<file path="config.mk">
export PLATFORM = sky130hd
export DESIGN_NAME = cp0_exc_unit_flat
export DESIGN_NICKNAME = d
export VERILOG_FILES = /design/src/rtl/cp0_exc_if.sv /design/src/rtl/cp0_exc_unit.sv /design/src/flat_wrapper.sv
export SDC_FILE = /design/constraint.sdc
export NUM_CORES = 1
export LEC_CHECK = 0
export ABC_AREA = 0
export CORE_ASPECT_RATIO = 0.7
export CORE_UTILIZATION = 30
export CTS_CLUSTER_SIZE = 12
export DETAILED_ROUTE_END_ITERATION = 12
export PLACE_DENSITY = 0.71
export RECOVER_POWER = 50
export SLEW_MARGIN = 30
export SYNTH_ARGS = -nofsm -noshare
export SYNTH_HDL_FRONTEND = slang
export SYNTH_SLANG_ARGS = --single-unit
</file>
<file path="constraint.sdc">
create_clock -name clk -period 2.8 [get_ports clk]
set_input_delay 0.28 -clock clk [delete_from_list [all_inputs] [get_ports clk]]
set_output_delay 0.28 -clock clk [all_outputs]
set_load 0.02 [all_outputs]
</file>
<file path="src/rtl/cp0_exc_if.sv">
// Pipeline-to-CP0 bus for the MEM-stage exception controller.
// master: pipeline side, drives the instruction/CP0-access fields and
//         receives redirect, read data and the eret return address.
// slave:  cp0_exc_unit side.
// Handshake: there is no ready. valid qualifies the MEM slot only; req is
// asserted in the same cycle as the qualifying inputs and means "this
// instruction does not commit; flush upstream and fetch handler_pc next".
interface cp0_exc_if;
  logic        valid;
  logic [31:0] pc;
  logic        bd;
  logic [4:0]  exccode;
  logic [5:0]  hwint;
  logic        we;
  logic [4:0]  addr;
  logic [31:0] din;
  logic        eret;
  logic [31:0] dout;
  logic        req;
  logic [31:0] handler_pc;
  logic [31:0] epc_out;

  modport master (
    output valid, pc, bd, exccode, hwint, we, addr, din, eret,
    input  dout, req, handler_pc, epc_out
  );

  modport slave (
    input  valid, pc, bd, exccode, hwint, we, addr, din, eret,
    output dout, req, handler_pc, epc_out
  );
endinterface

</file>
<file path="src/rtl/cp0_exc_unit.sv">
// Coprocessor-0 and exception controller at the MEM end of the pipeline.
// Decides interrupt/exception entry, keeps SR/Cause/EPC, serves mfc0 reads
// and provides the eret return address.
// Ports:
//   clk       - clock, all state changes on rising edge
//   reset     - synchronous, active-high
//   bus       - cp0_exc_if.slave (valid, pc, bd, exccode, hwint, we, addr,
//               din, eret in; dout, req, handler_pc, epc_out out)
//   state_dbg - 1 while in HANDLER (SR.EXL set)
module cp0_exc_unit #(
  parameter logic [31:0] PRID       = 32'h2020_0707,
  parameter logic [31:0] HANDLER_PC = 32'h0000_4180
) (
  input  logic       clk,
  input  logic       reset,
  cp0_exc_if.slave   bus,
  output logic       state_dbg
);

  // The FSM state register is SR.EXL itself.
  typedef enum logic {NORMAL = 1'b0, HANDLER = 1'b1} state_t;

  state_t      state_q, state_d;
  logic [5:0]  im_q;
  logic        ie_q;
  logic        cause_bd_q;
  logic [5:0]  cause_ip_q;
  logic [4:0]  cause_exc_q;
  logic [31:0] epc_q;

  logic        exl;
  logic        int_req, exc_req, req;
  logic        sr_wr, epc_wr;
  logic [31:0] epc_calc;
  logic [31:0] din_word;

  assign exl      = (state_q == HANDLER);
  assign int_req  = bus.valid & ie_q & ~exl & (|(bus.hwint & im_q));
  assign exc_req  = bus.valid & ~exl & (bus.exccode != 5'd0);
  assign req      = int_req | exc_req;

  // A taking instruction does not commit, so its mtc0 is dropped.
  assign sr_wr    = bus.we & ~req & (bus.addr == 5'd12);
  assign epc_wr   = bus.we & ~req & (bus.addr == 5'd14);
  assign din_word = {bus.din[31:2], 2'b00};
  assign epc_calc = bus.bd ? ((bus.pc - 32'd4) & 32'hFFFF_FFFC)
                           : {bus.pc[31:2], 2'b00};

  always_comb begin
    state_d = state_q;
    if (req)
      state_d = HANDLER;
    else if (sr_wr)
      // An explicit SR write defines EXL outright, even alongside eret.
      state_d = bus.din[1] ? HANDLER : NORMAL;
    else if (bus.eret)
      state_d = NORMAL;
  end

  always_ff @(posedge clk) begin
    if (reset) begin
      state_q     <= NORMAL;
      im_q        <= 6'd0;
      ie_q        <= 1'b0;
      cause_bd_q  <= 1'b0;
      cause_ip_q  <= 6'd0;
      cause_exc_q <= 5'd0;
      epc_q       <= 32'd0;
    end else begin
      state_q    <= state_d;
      cause_ip_q <= bus.hwint;
      if (req) begin
        cause_bd_q  <= bus.bd;
        cause_exc_q <= int_req ? 5'd0 : bus.exccode;
        epc_q       <= epc_calc;
      end else begin
        if (sr_wr) begin
          im_q <= bus.din[15:10];
          ie_q <= bus.din[0];
        end
        if (epc_wr)
          epc_q <= din_word;
      end
    end
  end

  always_comb begin
    bus.dout = 32'd0;
    case (bus.addr)
      5'd12:   bus.dout = {16'd0, im_q, 8'd0, exl, ie_q};
      5'd13:   bus.dout = {cause_bd_q, 15'd0, cause_ip_q, 3'd0, cause_exc_q, 2'b00};
      5'd14:   bus.dout = epc_q;
      5'd15:   bus.dout = PRID;
      default: bus.dout = 32'd0;
    endcase
  end

  assign bus.req        = req;
  assign bus.handler_pc = HANDLER_PC;
  // Bypass lets an mtc0 EPC followed by eret in the same slot return correctly.
  assign bus.epc_out    = (bus.we && bus.addr == 5'd14) ? din_word : epc_q;
  assign state_dbg      = exl;

endmodule

</file>
<file path="src/flat_wrapper.sv">
// flat-port wrapper written by rule: the top's interface ports become plain ports
module cp0_exc_unit_flat 
#(
  parameter logic [31:0] PRID       = 32'h2020_0707,
  parameter logic [31:0] HANDLER_PC = 32'h0000_4180
)
  (clk, reset, state_dbg, bus_valid, bus_pc, bus_bd, bus_exccode, bus_hwint, bus_we, bus_addr, bus_din, bus_eret, bus_dout, bus_req, bus_handler_pc, bus_epc_out);
  cp0_exc_if bus_i ();
  input  logic clk;
  input  logic reset;
  output logic state_dbg;
  input wire logic [$bits(bus_i.valid)-1:0] bus_valid;
  input wire logic [$bits(bus_i.pc)-1:0] bus_pc;
  input wire logic [$bits(bus_i.bd)-1:0] bus_bd;
  input wire logic [$bits(bus_i.exccode)-1:0] bus_exccode;
  input wire logic [$bits(bus_i.hwint)-1:0] bus_hwint;
  input wire logic [$bits(bus_i.we)-1:0] bus_we;
  input wire logic [$bits(bus_i.addr)-1:0] bus_addr;
  input wire logic [$bits(bus_i.din)-1:0] bus_din;
  input wire logic [$bits(bus_i.eret)-1:0] bus_eret;
  output wire logic [$bits(bus_i.dout)-1:0] bus_dout;
  output wire logic [$bits(bus_i.req)-1:0] bus_req;
  output wire logic [$bits(bus_i.handler_pc)-1:0] bus_handler_pc;
  output wire logic [$bits(bus_i.epc_out)-1:0] bus_epc_out;
  assign bus_i.valid = bus_valid;
  assign bus_i.pc = bus_pc;
  assign bus_i.bd = bus_bd;
  assign bus_i.exccode = bus_exccode;
  assign bus_i.hwint = bus_hwint;
  assign bus_i.we = bus_we;
  assign bus_i.addr = bus_addr;
  assign bus_i.din = bus_din;
  assign bus_i.eret = bus_eret;
  assign bus_dout = bus_i.dout;
  assign bus_req = bus_i.req;
  assign bus_handler_pc = bus_i.handler_pc;
  assign bus_epc_out = bus_i.epc_out;
  cp0_exc_unit #(.PRID(PRID), .HANDLER_PC(HANDLER_PC)) u_core (.clk(clk), .reset(reset), .bus(bus_i), .state_dbg(state_dbg));
endmodule
</file>
==> results of run 1 <==
-- layout by cell type, fill, tap and decap left out, types with 4 or more instances in the layout --
master,count
nor3_1,7
or3_1,7
clkbuf_16,5
inv_1,5
a21oi_1,13
nor2_1,50
conb_1,34
mux2i_1,7
o21ai_0,11
mux2_2,28
or4_1,5
nor2b_1,6
nand2_1,24
clkbuf_1,6
dlymetal6s2s_1,29
a22oi_1,14
dlygate4sd3_1,4
clkdlybuf4s50_1,106
dfxtp_1,50
nand3_1,9
xor2_1,9
and3_1,15
a211oi_1,23
xnor2_1,16
a311oi_1,4
nor4_1,8
buf_4,16
-- layout make-up --
class	instances	area, um2
Multi-Input combinational cell	328	2150
Tap cell	153	191
Sequential cell	50	1000
Clock buffer	5	125
Timing Repair Buffer	167	1670
Fill cell	1051	5850
Clock inverter	3	40.0
Inverter	6	22.5
-- registers in the layout, summed over array words and instances, names as in the netlist --
name / flops
u_core.im_q: 6
u_core.cause_ip_q: 6
u_core.state_dbg: 1
u_core.epc_q: 30
u_core.cause_exc_q: 5
u_core.ie_q: 1
u_core.cause_bd_q: 1
-- where the power goes --
group	internal [mW]	leakage, nW	switching (mW)
clock	0.419	0.0836	0.266
combinational	0.271	1.82	0.302
sequential	0.760	0.413	0.0239
total	1.45	2.32	0.592
-- what timing repair did --
item,in CTS,in global routing
resized for setup,3,34
setup buffers,0,0
cloned,0,0
endpoints found under the setup margin,3,38
-- cell families after synthesis --
family | count (synthesis)
AND/OR/NAND/NOR | 155
multiplexers | 37
flip-flops | 50
buffers and inverters | 68
other | 2
XOR/XNOR | 25
adder cells (fa/ha/maj) | 1
AO/OA/AOI/OAI | 76
-- critical path: stages --
cell and delay, ps:
clkdlybuf4s50_1 490, nor4bb_4 340, buf_6 210, buf_4 240, and3_1 180, clkdlybuf4s50_1 630
-- final timing paths --
check	end	slack, ps	cells past startpoint
setup / recovery	bus_dout[17]	130	6
hold reg to reg	u_core.cause_bd_q	460	2
hold / removal	u_core.cause_bd_q	460	2
setup reg to reg	u_core.epc_q[16]	460	7
-- through the flow --
stage | setup slack (ps) | power, mW | util
final | 131 | 2.04 | 0.470
after global routing | 35.7 | 2.14 | 0.470
after CTS | 4.78 | 2.07 | 0.468
after detailed placement | -13.9 | 1.39 | 0.454
after global placement | 53.1 | 1.38 | 0.454
after floorplan | 722 | 1.12 | -
-- layer usage --
metal | wire [um] | GRT usage | share of wire | up-vias
met5 | 0 | 0 | 0 | -
met2 | 5030 | 0.285 | 0.44 | 145
li1 | - | - | - | 1709
met4 | 86 | 0.0388 | 0.0076 | 0
met3 | 916 | 0.0395 | 0.081 | 7
met1 | 5290 | 0.258 | 0.47 | 1684
==> flow_summary.html, run 1 <==
<table>
<tr><th>Metric</th><th>Value</th></tr>
<tr><th colspan="2">Clocking</th></tr>
<tr><td>CTS Root Cell</td><td>clkbuf_16</td></tr>
<tr><td>Inserted Clock Buffers</td><td>5</td></tr>
<tr><td>Number of clock sinks</td><td>50</td></tr>
<tr><td>H-tree lvl count</td><td>2</td></tr>
<tr><td>Post-CTS clock slew at the launch and capture registers of the worst setup and hold paths</td><td>60 ps</td></tr>
<tr><td>Hold buffers post-CTS</td><td>0</td></tr>
<tr><td>Skew-Pair Late Insertion Delay</td><td>290 ps</td></tr>
<tr><td>CTS tree</td><td>done</td></tr>
<tr><td>Clock Path Buffers</td><td>2</td></tr>
<tr><th colspan="2">STA</th></tr>
<tr><td>Worst Hold Margin</td><td>460 ps</td></tr>
<tr><td>Worst slew pin tran</td><td>2290 ps</td></tr>
<tr><td>Total negative slack</td><td>0 ps</td></tr>
<tr><td>Final clock skew</td><td>5.52 ps</td></tr>
<tr><td>Setup-failing EPs final</td><td>0</td></tr>
<tr><td>Pins Over Slew Limit</td><td>51</td></tr>
<tr><td>Maximum clock rate</td><td>375 MHz</td></tr>
<tr><td>Worst rel slew slack</td><td>-0.530</td></tr>
<tr><td>Fin crit period</td><td>2670 ps</td></tr>
<tr><td>Final clock period utilization by the worst path</td><td>0.953</td></tr>
<tr><td>Hold Fails Final Rpt</td><td>0</td></tr>
<tr><td>Unrepaired setup endpoints after global routing</td><td>no</td></tr>
<tr><th colspan="2">Drt</th></tr>
<tr><td>Count of vias placed by the detailed router</td><td>3545</td></tr>
<tr><td>Detail-routed net length per standard cell</td><td>15.9 um</td></tr>
<tr><td>Average vias per placed instance</td><td>4.98</td></tr>
<tr><td>Residual antenna-violating net count after detailed routing</td><td>0</td></tr>
<tr><td>Wirelength, routed</td><td>11300 um</td></tr>
<tr><td>Number of detailed-routing iterations run before antenna repair</td><td>5</td></tr>
<tr><td>Number of DRC violations after detailed routing</td><td>0</td></tr>
<tr><td>DRC marker count from the first detailed-route iteration</td><td>200</td></tr>
<tr><th colspan="2">Hold path</th></tr>
<tr><td>Worst min-delay path class</td><td>reg2reg</td></tr>
<tr><td>Worst Hold Launch</td><td>u_core.cause_bd_q</td></tr>
<tr><th colspan="2">Synthesis</th></tr>
<tr><td>Multiplexer share of the synthesized area</td><td>0.119</td></tr>
<tr><td>Post-synthesis simple-gate area fraction</td><td>0.247</td></tr>
<tr><td>Number of synthesized flops with an enable pin</td><td>0</td></tr>
<tr><td>Compound-cell area share of the yosys netlist</td><td>0.156</td></tr>
<tr><td>Fraction of synthesized cell area in xor and xnor cells</td><td>0.0640</td></tr>
<tr><td>Main combinational cell family by area after synthesis</td><td>simple AND/OR/NAND/NOR gates</td></tr>
<tr><td>Most frequent cells after synthesis</td><td>50 x dfxtp_1, 50 x nor2_1, 34 x buf_4</td></tr>
<tr><td>Yosys warning count</td><td>0</td></tr>
<tr><td>Seq/Total Area, Yosys</td><td>0.293</td></tr>
<tr><td>Largest cells by area after synthesis</td><td>dfxtp_1 29%, mux2_2 9.9%, buf_4 7.5%</td></tr>
<tr><td>Count of state elements after synthesis</td><td>50</td></tr>
<tr><td>Most common flop cell mapped by yosys</td><td>dfxtp_1</td></tr>
<tr><td>Synth async-reset ratio</td><td>0</td></tr>
<tr><td>Distinct cells, synth</td><td>53</td></tr>
<tr><td>Syn Std Cell Area</td><td>0.00342 mm2</td></tr>
<tr><td>Largest area contributor in the netlist</td><td>dfxtp_1</td></tr>
<tr><td>Cell count after synthesis</td><td>414</td></tr>
<tr><td>Area share of the leading cell type in the synthesized netlist</td><td>0.293</td></tr>
<tr><td>Adder and majority cell fraction of the synthesized area</td><td>0.00366</td></tr>
<tr><td>Average footprint of a synthesized cell</td><td>8.26 um2</td></tr>
<tr><th colspan="2">Run status</th></tr>
<tr><td>Outcome</td><td>finished, violations left</td></tr>
<tr><td>Violations in the final reports</td><td>capacitance limit, slew limit</td></tr>
<tr><th colspan="2">Die</th></tr>
<tr><td>Effective utilization at floorplan</td><td>0.309</td></tr>
<tr><td>Die area</td><td>0.0118 mm2</td></tr>
<tr><td>Die H</td><td>91.3 um</td></tr>
<tr><td>Count of pins on the block boundary</td><td>184</td></tr>
<tr><td>Width of the chip</td><td>130 um</td></tr>
<tr><td>FP Rows</td><td>32</td></tr>
<tr><td>Placeable Area</td><td>0.0111 mm2</td></tr>
<tr><th colspan="2">Critical path</th></tr>
<tr><td>RR Startpoint</td><td>u_core.im_q[3]</td></tr>
<tr><td>Critical path capture point type</td><td>output pin</td></tr>
<tr><td>Critical path required time</td><td>2520 ps</td></tr>
<tr><td>Worst setup path class</td><td>in2out</td></tr>
<tr><td>CP startpoint kind</td><td>primary input</td></tr>
<tr><td>Critical path fanouts, max</td><td>18</td></tr>
<tr><td>Worst setup path start</td><td>bus_addr[3]</td></tr>
<tr><td>Arrival time reported for the critical path endpoint</td><td>2390 ps</td></tr>
<tr><th colspan="2">Global routing</th></tr>
<tr><td>Antenna violations before repair</td><td>0</td></tr>
<tr><td>Largest net degree at the start of global routing</td><td>58</td></tr>
<tr><td>Via count of the first global-routing pass</td><td>3378</td></tr>
<tr><td>Combined global-route utilization of all metal layers</td><td>0.184</td></tr>
<tr><td>Wire length of the first global-routing pass</td><td>17100 um</td></tr>
<tr><td>Remaining global-route overflow</td><td>0</td></tr>
<tr><th colspan="2">Power and ir drop</th></tr>
<tr><td>PD cells</td><td>393 mW/mm2</td></tr>
<tr><td>Largest voltage drop on the vdd net</td><td>0.000223 V</td></tr>
<tr><td>Cell leakage power</td><td>2.32 nW</td></tr>
<tr><th colspan="2">Finish</th></tr>
<tr><td>Post-route cell area</td><td>0.00520 mm2</td></tr>
<tr><td>Final Net Count</td><td>645</td></tr>
<tr><td>Count of placed standard cells in the final layout, fillers left out</td><td>712</td></tr>
<tr><td>Share of cells above drive strength 1</td><td>0.114</td></tr>
<tr><td>Area grow syn2layout</td><td>52.0%</td></tr>
<tr><td>Number of antenna diodes</td><td>0</td></tr>
<tr><th colspan="2">Place</th></tr>
<tr><td>Half-perimeter wire length after detailed placement</td><td>8830 um</td></tr>
<tr><td>Placed Cells incl. Taps</td><td>704</td></tr>
<tr><td>Total cell area at the placement stage</td><td>0.00501 mm2</td></tr>
<tr><td>Count of port buffers added during placement</td><td>147</td></tr>
<tr><td>Final weighted congestion of routability-driven global placement</td><td>0.849</td></tr>
<tr><th colspan="2">Flow run</th></tr>
<tr><td>Reported max-cap violation count</td><td>1</td></tr>
</table>
No activity file was read; power rests on OpenSTA's default activity.
==> run 2: changes to the inputs <==
ABC_CLOCK_PERIOD_IN_PS = 2800   (was unset)
==> results of run 2 <==
Same layout as run 1: the final DEF is identical, and so are final timing and power.
